## config.mk

```make
export PLATFORM = sky130hd
export DESIGN_NAME = crop_window_filter
export DESIGN_NICKNAME = d
export VERILOG_FILES = /design/src/rtl/crop_window_filter_pkg.sv /design/src/rtl/crop_pos_counter.sv /design/src/rtl/crop_window_filter.sv
export SDC_FILE = /design/constraint.sdc
export NUM_CORES = 1
export LEC_CHECK = 0
export CORE_ASPECT_RATIO = 2
export CORE_MARGIN = 2
export CORE_UTILIZATION = 53
export DETAILED_ROUTE_END_ITERATION = 8
export GPL_TIMING_DRIVEN = 1
export PLACE_DENSITY = 0.82
export SYNTH_ARGS = -nofsm -noshare
export SYNTH_HDL_FRONTEND = slang
export SYNTH_SLANG_ARGS = --single-unit
```

## constraint.sdc

```tcl
create_clock -name S_AXIS_ACLK -period 9 [get_ports S_AXIS_ACLK]
set_input_delay 1.8 -clock S_AXIS_ACLK [delete_from_list [all_inputs] [get_ports S_AXIS_ACLK]]
set_output_delay 1.8 -clock S_AXIS_ACLK [all_outputs]
set_load 0.03 [all_outputs]
```

## src/rtl/crop_window_filter_pkg.sv

```systemverilog
// Shared types and constants for the crop window filter.
package crop_window_filter_pkg;

    // Frame tracking state: draining until a start of frame, then cropping.
    typedef enum logic {
        WAIT_SOF = 1'b0,
        ACTIVE   = 1'b1
    } state_e;

    localparam int unsigned FRAME_CNT_W = 16;

endpackage

```

## src/rtl/crop_pos_counter.sv

```systemverilog
// Column/row position tracker with saturation and crop window test.
module crop_pos_counter #(
    parameter int unsigned DIM_W = 12
) (
    input  logic             clk,
    input  logic             rst_n,
    input  logic             advance,
    input  logic             sof,
    input  logic             last,
    input  logic [DIM_W-1:0] x0,
    input  logic [DIM_W-1:0] y0,
    input  logic [DIM_W-1:0] w,
    input  logic [DIM_W-1:0] h,
    output logic             in_window,
    output logic             end_of_crop_line
);

    localparam int unsigned    EXT_W   = DIM_W + 1;
    localparam logic [DIM_W-1:0] DIM_MAX = '1;

    logic [DIM_W-1:0] col_q;
    logic [DIM_W-1:0] row_q;
    logic             ovf_q;
    logic [DIM_W-1:0] col_c;
    logic [DIM_W-1:0] row_c;
    logic             ovf_c;
    logic [EXT_W-1:0] x_end;
    logic [EXT_W-1:0] y_end;

    // Position of the beat on the bus; a start-of-frame beat is always (0,0).
    always_comb begin
        col_c = sof ? '0 : col_q;
        row_c = sof ? '0 : row_q;
        ovf_c = sof ? 1'b0 : ovf_q;
    end

    // Window bounds widened by one bit so x0+w / y0+h never wrap.
    always_comb begin
        x_end            = EXT_W'(x0) + EXT_W'(w);
        y_end            = EXT_W'(y0) + EXT_W'(h);
        in_window        = !ovf_c && (w != '0) && (h != '0)
                           && (EXT_W'(col_c) >= EXT_W'(x0)) && (EXT_W'(col_c) < x_end)
                           && (EXT_W'(row_c) >= EXT_W'(y0)) && (EXT_W'(row_c) < y_end);
        end_of_crop_line = (EXT_W'(col_c) == (x_end - EXT_W'(1))) || last;
    end

    // Advance position per beat; beats after column saturation are flagged out of window.
    always_ff @(posedge clk or negedge rst_n) begin
        if (!rst_n) begin
            col_q <= '0;
            row_q <= '0;
            ovf_q <= 1'b0;
        end else if (advance) begin
            if (last) begin
                col_q <= '0;
                ovf_q <= 1'b0;
                row_q <= (row_c == DIM_MAX) ? row_c : row_c + DIM_W'(1);
            end else begin
                row_q <= row_c;
                if (col_c == DIM_MAX) begin
                    col_q <= col_c;
                    ovf_q <= 1'b1;
                end else begin
                    col_q <= col_c + DIM_W'(1);
                    ovf_q <= ovf_c;
                end
            end
        end
    end

endmodule

```

## src/rtl/crop_window_filter.sv

```systemverilog
// Crops a full-frame AXI4-Stream video input into a FIFO write port.
module crop_window_filter
    import crop_window_filter_pkg::*;
#(
    parameter int unsigned C_S_AXIS_TDATA_WIDTH = 32,
    parameter int unsigned C_DIM_WIDTH          = 12
) (
    input  logic                              S_AXIS_ACLK,
    input  logic                              S_AXIS_ARESETN,
    input  logic [C_S_AXIS_TDATA_WIDTH-1:0]   S_AXIS_TDATA,
    input  logic                              S_AXIS_TVALID,
    output logic                              S_AXIS_TREADY,
    input  logic [C_S_AXIS_TDATA_WIDTH/8-1:0] S_AXIS_TSTRB,
    input  logic                              S_AXIS_TLAST,
    input  logic                              S_AXIS_TUSER,
    input  logic [C_DIM_WIDTH-1:0]            cfg_x_start,
    input  logic [C_DIM_WIDTH-1:0]            cfg_y_start,
    input  logic [C_DIM_WIDTH-1:0]            cfg_width,
    input  logic [C_DIM_WIDTH-1:0]            cfg_height,
    output logic                              wr_en,
    input  logic                              full,
    output logic [C_S_AXIS_TDATA_WIDTH-1:0]   data_out,
    output logic                              last_out,
    output logic                              user_out,
    output logic [FRAME_CNT_W-1:0]            frame_cnt,
    output logic                              crop_active
);

    state_e                   state_q;
    state_e                   state_d;
    logic [C_DIM_WIDTH-1:0]   x0_q;
    logic [C_DIM_WIDTH-1:0]   y0_q;
    logic [C_DIM_WIDTH-1:0]   w_q;
    logic [C_DIM_WIDTH-1:0]   h_q;
    logic                     sof_pending_q;
    logic [FRAME_CNT_W-1:0]   frame_cnt_q;
    logic                     accept;
    logic                     sof;
    logic                     advance;
    logic                     in_window;
    logic                     end_of_crop_line;
    logic [C_DIM_WIDTH-1:0]   win_x0;
    logic [C_DIM_WIDTH-1:0]   win_y0;
    logic [C_DIM_WIDTH-1:0]   win_w;
    logic [C_DIM_WIDTH-1:0]   win_h;
    logic                     unused_tstrb;

    assign unused_tstrb = ^S_AXIS_TSTRB;

    // State register.
    always_ff @(posedge S_AXIS_ACLK or negedge S_AXIS_ARESETN) begin
        if (!S_AXIS_ARESETN) begin
            state_q <= WAIT_SOF;
        end else begin
            state_q <= state_d;
        end
    end

    // Next state and state-decoded handshake outputs.
    always_comb begin
        state_d       = state_q;
        S_AXIS_TREADY = 1'b1;
        crop_active   = 1'b0;
        case (state_q)
            WAIT_SOF: begin
                if (S_AXIS_TVALID && S_AXIS_TUSER) begin
                    state_d = ACTIVE;
                end
            end
            ACTIVE: begin
                S_AXIS_TREADY = !full;
                crop_active   = 1'b1;
            end
            default: state_d = WAIT_SOF;
        endcase
    end

    // Beat qualification and window source: live config on the start-of-frame beat.
    always_comb begin
        accept  = S_AXIS_TVALID && S_AXIS_TREADY;
        sof     = accept && S_AXIS_TUSER;
        advance = accept && ((state_q == ACTIVE) || S_AXIS_TUSER);
        win_x0  = sof ? cfg_x_start : x0_q;
        win_y0  = sof ? cfg_y_start : y0_q;
        win_w   = sof ? cfg_width   : w_q;
        win_h   = sof ? cfg_height  : h_q;
    end

    crop_pos_counter #(
        .DIM_W (C_DIM_WIDTH)
    ) u_pos (
        .clk              (S_AXIS_ACLK),
        .rst_n            (S_AXIS_ARESETN),
        .advance          (advance),
        .sof              (sof),
        .last             (S_AXIS_TLAST),
        .x0               (win_x0),
        .y0               (win_y0),
        .w                (win_w),
        .h                (win_h),
        .in_window        (in_window),
        .end_of_crop_line (end_of_crop_line)
    );

    // Zero-latency write path; full also guards the always-ready drain state.
    always_comb begin
        wr_en    = advance && in_window && !full;
        data_out = S_AXIS_TDATA;
        last_out = wr_en && end_of_crop_line;
        user_out = wr_en && (sof || sof_pending_q);
        frame_cnt = frame_cnt_q;
    end

    // Config latch, start-of-frame flag and frame counter.
    always_ff @(posedge S_AXIS_ACLK or negedge S_AXIS_ARESETN) begin
        if (!S_AXIS_ARESETN) begin
            x0_q          <= '0;
            y0_q          <= '0;
            w_q           <= '0;
            h_q           <= '0;
            sof_pending_q <= 1'b0;
            frame_cnt_q   <= '0;
        end else if (sof) begin
            x0_q          <= cfg_x_start;
            y0_q          <= cfg_y_start;
            w_q           <= cfg_width;
            h_q           <= cfg_height;
            sof_pending_q <= !wr_en;
            frame_cnt_q   <= frame_cnt_q + FRAME_CNT_W'(1);
        end else if (wr_en) begin
            sof_pending_q <= 1'b0;
        end
    end

endmodule

```

==> impl_metrics.toml <==
[sta]
period_minus_slack_ps = 8770
slew_headroom = 0.366
setup-violations-final = 0
period_share = 0.974
setup_tns_ps = 0
fin_skew_ps = 9.92
max_freq_mhz = 114
rsz0062_at_grt = "false"
worst_slew_pin_slew_ps = 951
fin_ws_ps = 233
hold_viol = 0
finalMaxSlewViolations = 0

[synthesis]
syn_avg_cell_area_sq_um = 8.40
syn-num-nets = 998
synth_cell_type_count = 68
synth_edf_count = 0
syn_inst = 836
synth_area_sq_um = 7030
yosys_warnings = 0
ys_ff_latch = 91
yosysTopAreaCell = "dfrtp_1"
ys_seq_area_frac = 0.324
yosysMostFrequentCell = "nand2_1"
synth_top_area_share = 0.324
async_flop_share = 1.00
yosys-top-cells-count = "nand2_1, dfrtp_1, ha_1, inv_1"
yosys-top-cells-area = "dfrtp_1, ha_1, nand2_1"
synth_ff_type = "dfrtp_1"

[clocking]
root_buffer = "clkbuf_16"
cts_buffers = 9
clock_latency_ps = 360
clk_path_buf_depth = 2
holdBufCountCts = 0
cts_tree = "built"
cts_sinks = 91
clk_pin_slew_ps = 70
h-tree-depth = 3

[flow_run]
maxCapViolCount = 0

[global_routing]
grt_pass1_wl_mm = 30.3
grt_overflow = 0
grt_max_degree = 75
antenna_found_initial = 0
grt_pass1_vias = 6444
grt.total_usage = 0.270

[worst_setup_path]
path_class = "in2out"
slowest_stage = "clkdlybuf4s50_1"
rr_endpoint = "sof_pending_q"
crit_path_end_kind = "primary output"
slowest_delay_ps = 550
cp.required_ps = 7200
r2r_slack_ps = 4050
reg2regPathDepth = 22
startpoint_type = "input port"
path_max_fanout = 15
r2r-start = "state_q"
worstPathCellList = "clkdlybuf4s50_1 -> a21boi_4 -> nand2_4 -> buf_4 -> nand2_1 -> nand2_1 -> ha_1 -> a21o_1 -> a2111oi_0 -> a211oi_1 -> xor2_1 -> inv_1 -> ha_1 -> or3_1 -> o21ai_0 -> a211oi_1 -> a221oi_2 -> a21oi_1 -> maj3_2 -> o31ai_2 -> and4_4 -> nor4b_4 -> buf_12"
cp_data_arrival_time_ps = 6970

[power_and_ir_drop]
power_density_nw_per_um2 = 207
leakage_uw = 0.00401
peakVddDrop_uv = 135

[detailed_routing]
routedWlPerCell_microns = 17.8
drc = 0
viasPerCell = 5.92
vias = 6212
first_pass_iters = 5
drt-initial-drc-count = 326
wirelength_mm = 18.7
postRouteAntennaNets = 0

[die]
core_area_sq_um = 13000
initial_core_util = 0.541
fp-row-count = 59
die_area_sq_um = 14200
die_x_microns = 85.4
io_pins = 143
die_y_microns = 167

[worst_hold_path]
hold_depth = 1
hp-start = "frame_cnt[15]"
whs_endpoint = "frame_cnt[15]"
hold_path_class = "reg2reg"

[status]
status = "finished, final reports clean"

[final_layout]
multi_input_area_sq_um = 4290
n_antenna_cell = 0
final_nets = 1055
area_growth_pct = 16.8
register_area_sq_um = 2280
drive_gt1_frac = 0.0802
final.fill_count = 1124

[placement]
routabilityCongestion = 0.956
dp_slack_ps = 118
io_buffers = 74
hpwlAfterDp_mm = 14.5
where the power goes:
group	switching [uW]	internal, uW	leakage, uW
combinational	446	357	0.00272
clock	181	193	0.000134
sequential	50.1	471	0.00116
total	677	1020	0.00401
routing by layer:
metal | routed length [microns] | GRT usage | part of all wire | vias to the layer above
li1 | - | - | - | 2977
met4 | 1540 | 0.210 | 0.082 | 0
met5 | 0 | 0 | 0 | -
met3 | 564 | 0.0258 | 0.030 | 96
met2 | 10200 | 0.502 | 0.55 | 197
met1 | 6380 | 0.261 | 0.34 | 2942
layout make-up:
cell class	count	share of cell area
multi-input cells	637	0.522
well taps	152	0.0232
flip-flops and latches	91	0.277
inverters	50	0.0229
clock inverters	6	0.00671
clock buffers	10	0.0279
repair buffers	104	0.120
worst max-delay path, delay by kind of cell:
kind            cells  cell delay (ps)
compound gates      9             1880
simple gates        6             1230
buf+inv             4              980
fa+ha+maj           3              800
xor+xnor            1              270
registers in the layout, summed over array words and instances, names as in the netlist:
name,flops
u_pos.ovf_q,1
y0_q,12
frame_cnt,16
x0_q,12
u_pos.row_q,12
w_q,12
sof_pending_q,1
u_pos.col_q,12
state_q,1
h_q,12
repair_timing:
action	CTS	global route
endpoints found under the setup margin	0	3
setup buffers	0	2
gates resized for setup	0	8
endpoints found under the hold margin	0	0
cells in the final DEF, fill, tap and decap left out, types with 3 or more instances in the layout:
cell type,instances
inv_1,50
nand2_1,167
nor4_1,18
a22oi_1,3
xor2_1,22
dfrtp_1,91
ha_1,70
nor2b_1,6
o21ai_0,24
o31a_1,3
a41oi_1,3
a21oi_1,38
o31ai_1,3
or3_1,7
nand4_1,7
nor3_1,16
nand2b_1,3
mux2i_1,8
and3_1,8
a2111oi_0,5
o211ai_1,7
a21o_1,19
clkbuf_16,9
nor2_1,41
buf_4,32
o21bai_1,4
clkdlybuf4s50_1,70
a211oi_1,5
nor3b_1,4
nand3_1,25
o21a_1,8
xnor2_1,42
and2_1,20
a31oi_1,3
through the flow:
step	total power (uW)	util	cells	cell area (sq um)	hold WS, ps
2_1_floorplan	1090	-	836	7030	452
6_report	1700	0.632	1050	8210	469
4_1_cts	1680	0.626	1046	8140	476
3_3_place_gp	1280	0.604	1030	7850	459
5_1_grt	1820	0.632	1050	8210	483
3_5_place_dp	1300	0.604	1030	7850	463
cell families after synthesis:
logic type,Yosys count,synth area share
xor gates and xnor gates,64,0.0798
DFF,91,0.324
and+or+nand+nor,336,0.224
buffers and inverters,110,0.0762
adders and majority gates,73,0.132
muxes,10,0.0150
AOI/OAI and AO/OA,152,0.149
worst max-delay path by stage:
stage | slack [ps] | from | cells after the start | endpoint
2_1_floorplan | 110 | S_AXIS_TUSER | 25 | user_out
3_5_place_dp | 120 | full | 24 | last_out
3_3_place_gp | 180 | full | 24 | last_out
5_1_grt | 10 | S_AXIS_TVALID | 23 | last_out
4_1_cts | 110 | full | 24 | last_out
6_report | 230 | full | 23 | last_out
Power figures use the tool's default switching activity.
